File: src/rtl/conv_column_feeder.sv
// rtl/conv_column_feeder.sv - kernel/image column feeder for the FP16 convolution column array
// Loads K kernel columns, then assembles padded image columns from wide memory words.
module conv_column_feeder #(
    parameter int DATA_WIDTH  = 16,
    parameter int BUS_WIDTH   = 256,
    parameter int IMAGE_SIZE  = 28,
    parameter int KERNEL_SIZE = 5,
    parameter int STRIDE      = 1,
    parameter int PADDING     = 0,
    parameter int ADDR_WIDTH  = 12,
    localparam int PS  = IMAGE_SIZE + 2*PADDING,
    localparam int OUT = (PS - KERNEL_SIZE)/STRIDE + 1,
    localparam int OCW = $clog2(OUT) + 1
) (
    input  logic                              clk,
    input  logic                              rst_n,
    input  logic                              start,
    input  logic [KERNEL_SIZE*DATA_WIDTH-1:0] kernel_in,
    input  logic                              kernel_valid,
    output logic                              kernel_ready,
    output logic                              mem_rd_en,
    output logic [ADDR_WIDTH-1:0]             mem_addr,
    input  logic [BUS_WIDTH-1:0]              mem_rd_data,
    output logic [PS*DATA_WIDTH-1:0]          col_data,
    output logic                              col_valid,
    input  logic                              col_ready,
    output logic                              col_is_kernel,
    output logic                              window_valid,
    output logic [OCW-1:0]                    out_col_num,
    output logic                              busy,
    output logic                              done
);
    localparam int PPW   = BUS_WIDTH / DATA_WIDTH;
    localparam int WPC   = (IMAGE_SIZE + PPW - 1) / PPW;
    localparam int CW    = $clog2(PS + 1);
    localparam int WW    = $clog2(WPC + 1);
    localparam int COL_W = PS * DATA_WIDTH;

    typedef enum logic [2:0] {S_IDLE, S_LOAD_K, S_FETCH, S_PAD, S_PRESENT, S_DONE} state_t;

    state_t             r_state, w_next;
    logic [CW-1:0]      r_pcol, r_kcol;
    logic [WW-1:0]      r_word, r_rd_word;
    logic               r_rd_pend;
    logic [COL_W-1:0]   r_col;
    logic               r_is_kernel;

    logic               w_rd_en;
    logic [CW-1:0]      w_tgt_pcol;
    logic               w_tgt_pad;
    state_t             w_col_state;
    int                 w_rel;
    logic               w_win;
    logic [ADDR_WIDTH-1:0] w_addr;

    assign w_rd_en     = (r_state == S_FETCH) && (int'(r_word) < WPC);
    // Column that follows the one being presented: first image column after the kernel.
    assign w_tgt_pcol  = r_is_kernel ? '0 : r_pcol + 1'b1;
    assign w_tgt_pad   = (int'(w_tgt_pcol) < PADDING) || (int'(w_tgt_pcol) >= PADDING + IMAGE_SIZE);
    assign w_col_state = w_tgt_pad ? S_PAD : S_FETCH;
    assign w_rel       = int'(r_pcol) - (KERNEL_SIZE - 1);
    assign w_win       = (r_state == S_PRESENT) && !r_is_kernel && (w_rel >= 0) && ((w_rel % STRIDE) == 0);
    assign w_addr      = (ADDR_WIDTH'(r_pcol) - ADDR_WIDTH'(PADDING)) * ADDR_WIDTH'(WPC) + ADDR_WIDTH'(r_word);

    always_comb begin
        w_next        = r_state;
        kernel_ready  = 1'b0;
        col_valid     = 1'b0;
        mem_rd_en     = w_rd_en;
        mem_addr      = w_rd_en ? w_addr : '0;
        busy          = (r_state != S_IDLE);
        done          = 1'b0;
        col_data      = r_col;
        col_is_kernel = (r_state == S_PRESENT) && r_is_kernel;
        window_valid  = w_win;
        out_col_num   = w_win ? OCW'(w_rel / STRIDE) : '0;
        case (r_state)
            S_IDLE:    if (start) w_next = S_LOAD_K;
            S_LOAD_K: begin
                kernel_ready = 1'b1;
                if (kernel_valid) w_next = S_PRESENT;
            end
            S_FETCH:   if (int'(r_word) == WPC) w_next = S_PRESENT;
            S_PAD:     w_next = S_PRESENT;
            S_PRESENT: begin
                col_valid = 1'b1;
                if (col_ready) begin
                    if (r_is_kernel)
                        w_next = (int'(r_kcol) == KERNEL_SIZE - 1) ? w_col_state : S_LOAD_K;
                    else
                        w_next = (int'(r_pcol) == PS - 1) ? S_DONE : w_col_state;
                end
            end
            S_DONE: begin
                done   = 1'b1;
                w_next = S_IDLE;
            end
            default:   w_next = S_IDLE;
        endcase
    end

    always_ff @(posedge clk or negedge rst_n) begin
        if (!rst_n) begin
            r_state     <= S_IDLE;
            r_pcol      <= '0;
            r_kcol      <= '0;
            r_word      <= '0;
            r_rd_word   <= '0;
            r_rd_pend   <= 1'b0;
            r_col       <= '0;
            r_is_kernel <= 1'b0;
        end else begin
            r_state   <= w_next;
            r_rd_pend <= w_rd_en;
            r_rd_word <= r_word;
            case (r_state)
                S_IDLE: if (start) begin
                    r_kcol <= '0;
                    r_pcol <= '0;
                end
                S_LOAD_K: if (kernel_valid) begin
                    r_col       <= COL_W'(kernel_in);
                    r_is_kernel <= 1'b1;
                end
                S_FETCH: if (w_rd_en) r_word <= r_word + 1'b1;
                S_PRESENT: if (col_ready) begin
                    // Clearing here leaves pad rows and pad columns zero for the next column.
                    r_col       <= '0;
                    r_word      <= '0;
                    r_is_kernel <= 1'b0;
                    if (r_is_kernel) r_kcol <= r_kcol + 1'b1;
                    else             r_pcol <= r_pcol + 1'b1;
                end
                default: ;
            endcase
            if (r_rd_pend && (r_state == S_FETCH)) begin
                for (int j = 0; j < PPW; j++) begin
                    if (int'(r_rd_word) * PPW + j < IMAGE_SIZE)
                        r_col[(PADDING + int'(r_rd_word) * PPW + j) * DATA_WIDTH +: DATA_WIDTH]
                            <= mem_rd_data[j * DATA_WIDTH +: DATA_WIDTH];
                end
            end
        end
    end
endmodule

File: config.mk
export PLATFORM = sky130hd
export DESIGN_NAME = conv_column_feeder
export DESIGN_NICKNAME = d
export VERILOG_FILES = /design/src/rtl/conv_column_feeder.sv
export SDC_FILE = /design/constraint.sdc
export NUM_CORES = 1
export LEC_CHECK = 0
export ABC_AREA = 1
export BUFFER_PORTS_ARGS = -buffer_cell sky130_fd_sc_hd__buf_2
export CELL_PAD_IN_SITES_DETAIL_PLACEMENT = 0
export CELL_PAD_IN_SITES_GLOBAL_PLACEMENT = 1
export CORE_AREA = 2 2 317 319
export DETAILED_ROUTE_END_ITERATION = 6
export DIE_AREA = 0 0 319 321
export HOLD_SLACK_MARGIN = 0.1
export PLACE_DENSITY_LB_ADDON = 0.12
export SKIP_CTS_REPAIR_TIMING = 1
export SLEW_MARGIN = 30
export SYNTH_ARGS = -nofsm -noshare
export SYNTH_HDL_FRONTEND = slang
export SYNTH_SLANG_ARGS = --single-unit
export TNS_END_PERCENT = 10
File: constraint.sdc
create_clock -name clk -period 2.1 [get_ports clk]
set_input_delay 0.105 -clock clk [delete_from_list [all_inputs] [get_ports clk]]
set_output_delay 0.105 -clock clk [all_outputs]
set_load 0.005 [all_outputs]
== Word level (Yosys, flattened, before mapping) ==
Index checks and enable logic that the tools add are counted.

* Bits in registers: 467
* Output and inout bits: 473
* Logic and storage cells: 205

* $add $sub $neg: 36
* Magnitude comparators: 19
* Equality and inequality tests: 15
* Shifts and indexed selects: 32
* Muxes and demuxes: 79
* Reduce and logical (&&, ||, !) cells: 16

{| class="wikitable"
|+ Operators with widths
! kind !! count
|-
| $mux 448 || 34
|-
| $bwmux 448 || 16
|-
| $shift 16x33->448 const A || 16
|-
| $shiftx 16x33->448 || 16
|-
| $pmux 448 s2 || 1
|-
| $neg 11->33 || 15
|-
| $lt 32x6->1 const B || 15
|-
| $add 6x4->7 const B || 8
|-
| $neg 10->33 || 1
|-
| $mux 5 || 6
|-
| $add 6x3->7 const B || 4
|-
| $pmux 5 s2 || 2
|-
| $mux 3 || 6
|-
| $pmux 3 s5 || 1
|-
| $add 6x2->7 const B || 2
|-
| $ne 2x2->1 const B || 6
|-
| $reduce_and 4->1 || 3
|-
| $add 5x1->5 const B || 2
|-
| $eq 5x4->1 const B || 2
|-
| $add 6x1->7 const B || 1
|-
| $add 6x2->7 || 1
|-
| $mux 7 || 1
|-
| $eq 3x2->1 const B || 2
|-
| $eq 3x3->1 const B || 2
|-
| other kinds (20) || 34
|}

== Longest topological paths before layout ==
Gate-level depths: netlist (run 1).

* Word-level depth: 50
* Gate-level depth with buffers: 10
* Depth with buffers taken out: 9

== Least setup slack after synthesis (run 1) ==
OpenSTA, ideal clock, no wires.

* Path kind: register -> register
* Start point: register r_rd_word[0]
* End point: register r_col[16] (netlist: col_data[16])
* Library setup time: 68 ps
* Arrival time: 1726 ps
* Data required time: 2032 ps
* Setup slack: 306 ps
* Stages on the path, launching flop included: 11
* Buffers on the path: 3
* Path through: dfrtp_1 inv_1 ha_1 buf_2 nand2_1 nor2_4 inv_2 clkbuf_1 buf_2 nand3_1 nand3_1

* Word-level cells in the longest chain between the ends: 50
* Elaborated cells between the ends (all ways): 127

{| class="wikitable"
|+ Ends and longest elaborated chain
! element !! line !! source
|-
| start: declaration || 43 || <nowiki>logic [WW-1:0] r_word, r_rd_word;</nowiki>
|-
| start signal: assignment || 115 || <nowiki>r_rd_word <= r_word;</nowiki>
|-
| parallel branches: the longest is 48 deep, another holds $neg 11->33 || - ||
|-
| $mux 448 (*) || 138 || <nowiki>if (int'(r_rd_word) * PPW + j < IMAGE_SIZE)</nowiki>
|-
| $mux 448 (*) || 136 || <nowiki>if (r_rd_pend && (r_state == S_FETCH)) begin</nowiki>
|-
| end signal: assignment || 122 || <nowiki>r_col <= COL_W'(kernel_in);</nowiki>
|-
| end: declaration || 45 || <nowiki>logic [COL_W-1:0] r_col;</nowiki>
|}

Mark *: on every way between the ends. The select of a mux whose other input is x is not followed.
A chain may end at the register's enable or synchronous reset.

== Final worst setup path (run 1) ==
* Start point: register r_pcol[0]
* End point: output mem_addr[5]

* Word-level cells in the longest chain between the ends: 2

{| class="wikitable"
|+ Ends and longest elaborated chain
! element !! line !! source
|-
| start: declaration || 42 || <nowiki>logic [CW-1:0] r_pcol, r_kcol;</nowiki>
|-
| start signal: assignment || 132 || <nowiki>else r_pcol <= r_pcol + 1'b1;</nowiki>
|-
| $add 6x2->7 || 63 || <nowiki>assign w_addr = (ADDR_WIDTH'(r_pcol) - ADDR_WIDTH'(PADDING)) * ADDR_WIDTH'(WPC) + ADDR_WIDTH'(r_word);</nowiki>
|-
| $mux 7 || 70 || <nowiki>mem_addr = w_rd_en ? w_addr : '0;</nowiki>
|-
| end: declaration || 22 || <nowiki>output logic [ADDR_WIDTH-1:0] mem_addr,</nowiki>
|}

Every way passes these cells.

==> metrics.txt, run 1 <==
HP Class=primary input to flip-flop; Int Power=about 0.016 W; DR vias=20600; WS Path Type=flip-flop to output port; vias in the first global route=20100; antenna viol nets, final=0; die area=102000 um2; Avg Cell Area, Syn=about 8.6 um2; Final Cell Area=31500 um2; Pleak=17.7 nW; Clock power frac=48.0%; HPWL after DPL=a little over 70 mm; area post-placement=26000 um2; Fillers=10700; global placement routability congestion=0.831; Post-synth EDFFs=0; DP Cell Count=4371; crit-path max FO=4; via/cell ratio=4.26; Post-Syn Instances=between 2000 and 2500; synth unique cells=31; Final Max Tran Viols=0; P&R area growth vs syn=56.0%; Seq pwr share=44.1%; Longest Clk Path Bufs=3; Nets=about 3800; port bufs=807; status=complete, no violations; critical path data arrival time=1.93 ns; post-synthesis mux area share=0%; # setup viols final=0; Worst R2R Path Depth=6; endpoints failing hold=0; switching part of the total=24.0%; DRT Pass-1 Iters=5; DRC viols=0; Clk Latency, worst-skew pair=0.66 ns; WP data required=2.00 ns; total gr overflow=0; DIE WIDTH=319 um; asr flop ratio synth=100%; gr usage total=18.2%; root buffer cell=clkbuf_16; Sink Count=467; maximum clock rate=492 MHz; # IOs=814; Num CTS Buffers=59; share of cells above drive strength 1=28.7%; largest family of logic cells by synthesized area=simple AND/OR/NAND/NOR gates; Post-Syn Area=approximately 20000 um2; RSZ-0062 raised after global routing=yes; max_slew headroom=43.9%; WL final=98.1 mm; Initial Util=20.3%; Primary FF master, synth=dfrtp_1; P per Cell Area=approximately 660 nW/um2; endpoint class of the critical path=output port; Iter 0 DRT Violations=1167; power share of the combinational group=slightly below 8%; worst-margin pin slew=between 0.8 and 0.9 ns; Rows=approximately 120; Hold Path Depth=4; Yosys Warn Count=0; clk slew on worst S/H paths=around 0.060 ns; simple-gate area share of the yosys netlist=a little under a third; largest net degree at the start of global routing=77; Synth Area in XOR/XNOR=0.261%; first-pass GRT wire length=140 mm; fin crit share=between 90% and 100%; Finished Layout Cells=~4800; Layout Skew=~0.028 ns; Worst setup SP type=flip-flop; Psw=0.00501 W; post-layout min period=between 2 and 2.5 ns; H-tree levels=2; Synth Area in Adders=less than 1%; max cap viols=0; Core ar.=99300 um2; Max VDD drop=~0.58 mV; compound-cell area share of the yosys netlist=approximately 2.3%; post-synthesis sequential area ratio=just under 60%; CTS tree=done; initial antenna violation count=3; Die Span Y=321 um; wire per inst=20.3 um; Seq cells post-synth=467
[through the flow]
stage / setup TNS, ns / utilization (%) / total power [W] / worst slack, ns / hold WS (ns)
finish: 0 / 31.7 / 0.0209 / 0.0682 / 0.205
CTS: -2.61 / 28.1 / 0.0208 / -0.269 / -0.574
global placement: 0 / 26.2 / 0.0105 / 0.0861 / 0.144
floorplan: 0 / - / 0.00958 / 0.306 / -0.191
detailed placement: 0 / 26.2 / 0.0105 / 0.0482 / 0.139
global route: -0.0432 / 31.7 / 0.0219 / -0.0432 / 0.181
[layout by cell type, fill, tap and decap left out, types with 6 or more instances in the layout]
master         netlist  routed
nand2_1            874     871
buf_2               80     806
nand3_1            554     553
dfrtp_1            467     461
dlygate4sd3_1        0     342
inv_1              115     111
clkbuf_16            0      60
o21ai_0             52      52
buf_4               46      48
buf_12               0      37
o21ai_1             36      36
nor2_1              25      22
clkbuf_1            39      22
nand3b_1            17      17
ha_1                13      12
clkbuf_8             0      11
nor2_4               4       7
conb_1               1       6
clkinv_2             0       6
dfrtp_2              0       6
[power groups by stage]
| stage | logic (W) | clock network [W] | registers (W) |
|---|---|---|---|
| floorplan | 0.000187 | 0 | 0.00939 |
| global placement | 0.00113 | 0 | 0.00938 |
| detailed placement | 0.00113 | 0 | 0.00938 |
| CTS | 0.00114 | 0.0105 | 0.00922 |
| global route | 0.00181 | 0.0109 | 0.00924 |
| finish | 0.00165 | 0.0100 | 0.00923 |
[Yosys cell counts, types with 3 or more instances]
library cell,n,area (um2)
xor2_1,3,26.3
clkbuf_1,39,146
nand3b_1,17,128
nand4_1,3,18.8
nand2_1,874,3280
o21ai_1,36,180
nor2_1,25,93.8
buf_4,46,345
ha_1,13,163
xnor2_1,3,26.3
a21oi_1,3,15.0
nor2_4,4,45.0
inv_1,115,432
o21ai_0,52,260
dfrtp_1,467,11700
buf_2,80,400
nand3_1,554,2770
[flip-flops by register name, indices dropped and copies added, names as in the netlist]
register / flops
r_rd_word: 2
r_rd_pend: 1
r_word: 2
r_kcol: 5
col_data: 448
r_is_kernel: 1
r_state: 3
r_pcol: 5
[layer usage]
metal  vias up  track usage [%]  routed length [um]  share of wire, %
met1     10000             21.7               40400                41
met3       114             4.93                5800               5.9
met2       595             32.1               49700                51
met4         2             4.83                2150               2.2
li1       9846                -                   -                 -
met5         -                0                  10             0.010
[final timing paths]
kind                                     from             to  slack, ns
worst max-delay path                r_pcol[0]    mem_addr[5]       0.07
worst min-delay path            kernel_in[57]   col_data[57]       0.20
worst max register to register   r_rd_word[0]  col_data[416]       0.14
worst min register to register      r_word[0]   r_rd_word[0]       0.48
max in group asynchronous               rst_n  col_data[209]       0.13
min in group asynchronous               rst_n  col_data[440]       0.62
[cell families after synthesis]
logic type | after synthesis
AOI/OAI and AO/OA | 93
xor gates and xnor gates | 6
adders and majority gates | 13
buffers and inverters | 286
DFF | 467
other | 1
and+or+nand+nor | 1487
[worst max-delay path: stages (launching register included)]
cell	delay, ns
dfrtp_2	0.43
ha_1	0.23
ha_2	0.19
nand2_1	0.09
xor2_1	0.18
nor2_1	0.06
buf_2	0.12
[final cells by class]
cell class | instances | area (um2) | area share (%)
Sequential cell | 467 | 11700 | 37.2
Timing Repair Buffer | 1235 | 8580 | 27.3
Multi-Input combinational cell | 1605 | 7230 | 23.0
Clock buffer | 93 | 1740 | 5.51
Tap cell | 1298 | 1620 | 5.16
Inverter | 118 | 450 | 1.43
Clock inverter | 13 | 139 | 0.441
Antenna cell | 3 | 7.51 | 0.0239
Power figures use the tool's default switching activity.
==> run 2: changes to the inputs <==
--- a/config.mk
+++ b/config.mk
@@ -12,6 +12,7 @@
 export CORE_AREA = 2 2 317 319
 export DETAILED_ROUTE_END_ITERATION = 6
 export DIE_AREA = 0 0 319 321
+export GPL_ROUTABILITY_DRIVEN = 0
 export HOLD_SLACK_MARGIN = 0.1
 export PLACE_DENSITY_LB_ADDON = 0.12
 export SKIP_CTS_REPAIR_TIMING = 1
==> constraint.sdc (replaced) <==
create_clock -name clk -period 2.1 [get_ports clk]
set_input_delay 0.105 -clock clk [delete_from_list [all_inputs] [get_ports clk]]
set_output_delay 0.105 -clock clk [all_outputs]
set_load 0.05 [all_outputs]
==> run 2 against run 1 <==
Fmax down 1.1%. Setup slack worse by 0.022 ns. Critical path depth unchanged. Final area up 0.96%. Cell count about the same. Hold slack worse by 0.0046 ns. Clock skew down 0.0019 ns. Wire length up 1.0%. Register-to-register slack about the same. Sequential power about the same. Combinational power up 31%. Largest cell class unchanged.
==> metrics.txt, run 2 (synthesis results as in run 1) <==
Sink Count=467; total gr overflow=0; Layout Skew=0.0265 ns; max cap viols=0; Pleak=17.8 nW; # IOs=approximately 800; gr usage total=18.4%; Nets=3843; Met2 Wirelength=48.8 mm; Num CTS Buffers=61; Post-Route Utilization=32.0%; crit path cell chain=nor2_4, nand2_4, nor2_4, o31ai_4, nor2_1, buf_6; first-pass GRT wire length=about 140 mm; largest net degree at the start of global routing=85; P&R area growth vs syn=57.5%; crit-path max FO=6; DRC viols=0; DIE WIDTH=319 um; WS Path Type=flip-flop to output port; share of cells above drive strength 1=between 20% and 30%; RSZ-0062 raised after global routing=yes; Max VDD drop=0.614 mV; Critical Path Max Stage Delay=0.46 ns; die area=102000 um2; commonest non-fill, non-tap cells in the layout=nand2_1, buf_2, nand3_1; post-layout min period=2.05 ns; DR vias=20900; Fillers=10800; wire length on met3=6.47 mm; DP Cell Count=4378; Core ar.=99300 um2; HPWL after DPL=71.1 mm; HP Class=primary input to flip-flop; port bufs=a little over 800; P per Cell Area=697 nW/um2; DRT met1 WL=40.1 mm; most common cell after layout, fill and taps aside=nand2_1; # setup viols final=0; Worst setup SP type=flip-flop; critical path data arrival time=1.95 ns; initial antenna violation count=4; setup tns final=0 ns; Rows=116; Final Max Tran Viols=0; CTS tree=done; endpoints failing hold=0; Iter 0 DRT Violations=1251; clk slew on worst S/H paths=0.06 ns; Die Span Y=321 um; Longest Clk Path Bufs=3; maximum clock rate=487 MHz; worst-margin pin slew=between 0.5 and 0.6 ns; status=complete, no violations; root buffer cell=clkbuf_16; vias in the first global route=20100; CP max-delay cell=dfrtp_2; fin crit share=97.8%; antenna viol nets, final=0; WP data required=2.00 ns; DRT Pass-1 Iters=5; Finished Layout Cells=4836; critical path's most frequent cell=nor2_4; Clk Latency, worst-skew pair=about 0.66 ns; Initial Util=20.3%; max reg flops=448; endpoint class of the critical path=output port; WL final=99.1 mm; max_slew headroom=63.7%; Top Layer Used=met5; H-tree levels=2; wire per inst=20.5 um; via/cell ratio=4.32
-- run 2: changes by cell type in the layout (fill, tap and decap cells not counted), sizes merged --
| cell | delta |
|---|---|
| buf | +2 |
| bufinv | +3 |
| clkbuf | -6 |
| clkinv | +5 |
| clkinvlp | +3 |
| dlygate4sd3 | -2 |
| inv | -1 |
-- run 2: metrics by stage --
stage	setup slack [ns]	hold slack, ns	instance area [um2]	total power (W)
after floorplan	0.0225	-0.191	20200	0.0101
after global placement	0.0749	0.103	26100	0.0110
after detailed placement	0.0690	0.111	26100	0.0110
after CTS	-0.447	-0.623	28100	0.0221
after global routing	-0.0636	0.175	31800	0.0231
final	0.0466	0.200	31800	0.0222
-- run 2: report_power, final --
group          total, W  internal [W]  switching [W]
Clock            0.0108       0.00641        0.00436
Sequential      0.00922       0.00914      0.0000807
Combinational   0.00216      0.000877        0.00128
-- run 2: worst max-delay path, delay by kind of cell (launching register included) --
family	cells	cell delay, ns
flops	1	0.46
buf+inv	1	0.18
compound gates	1	0.13
simple gates	4	0.53
-- run 2: final cells by class --
class | count | area (um2) | area share (%)
diodes | 3 | 7.51 | 0.0236
clock buffers | 86 | 1760 | 5.55
clock inverters | 23 | 268 | 0.843
inverters | 118 | 450 | 1.42
multi-input cells | 1605 | 7240 | 22.8
flip-flops and latches | 467 | 11700 | 36.8
well taps | 1298 | 1620 | 5.11
repair buffers | 1236 | 8730 | 27.5
-- run 2: worst paths after layout --
path	from	to	slack (ns)	cells after the start
worst max-delay path	r_state[1]	out_col_num[1]	0.05	6
worst min-delay path	kernel_in[35]	col_data[35]	0.20	4
worst max register to register	r_rd_word[1]	col_data[74]	0.13	8
worst min register to register	r_word[0]	r_rd_word[0]	0.49	0
max in group asynchronous	rst_n	col_data[77]	1.32	4
min in group asynchronous	rst_n	col_data[376]	0.27	3
-- run 2: per-layer routing --
| layer | vias to the layer above | track usage [%] |
|---|---|---|
| met5 | - | 0 |
| met2 | 695 | 31.1 |
| met4 | 2 | 7.94 |
| li1 | 9848 | - |
| met1 | 10200 | 21.8 |
| met3 | 159 | 5.28 |
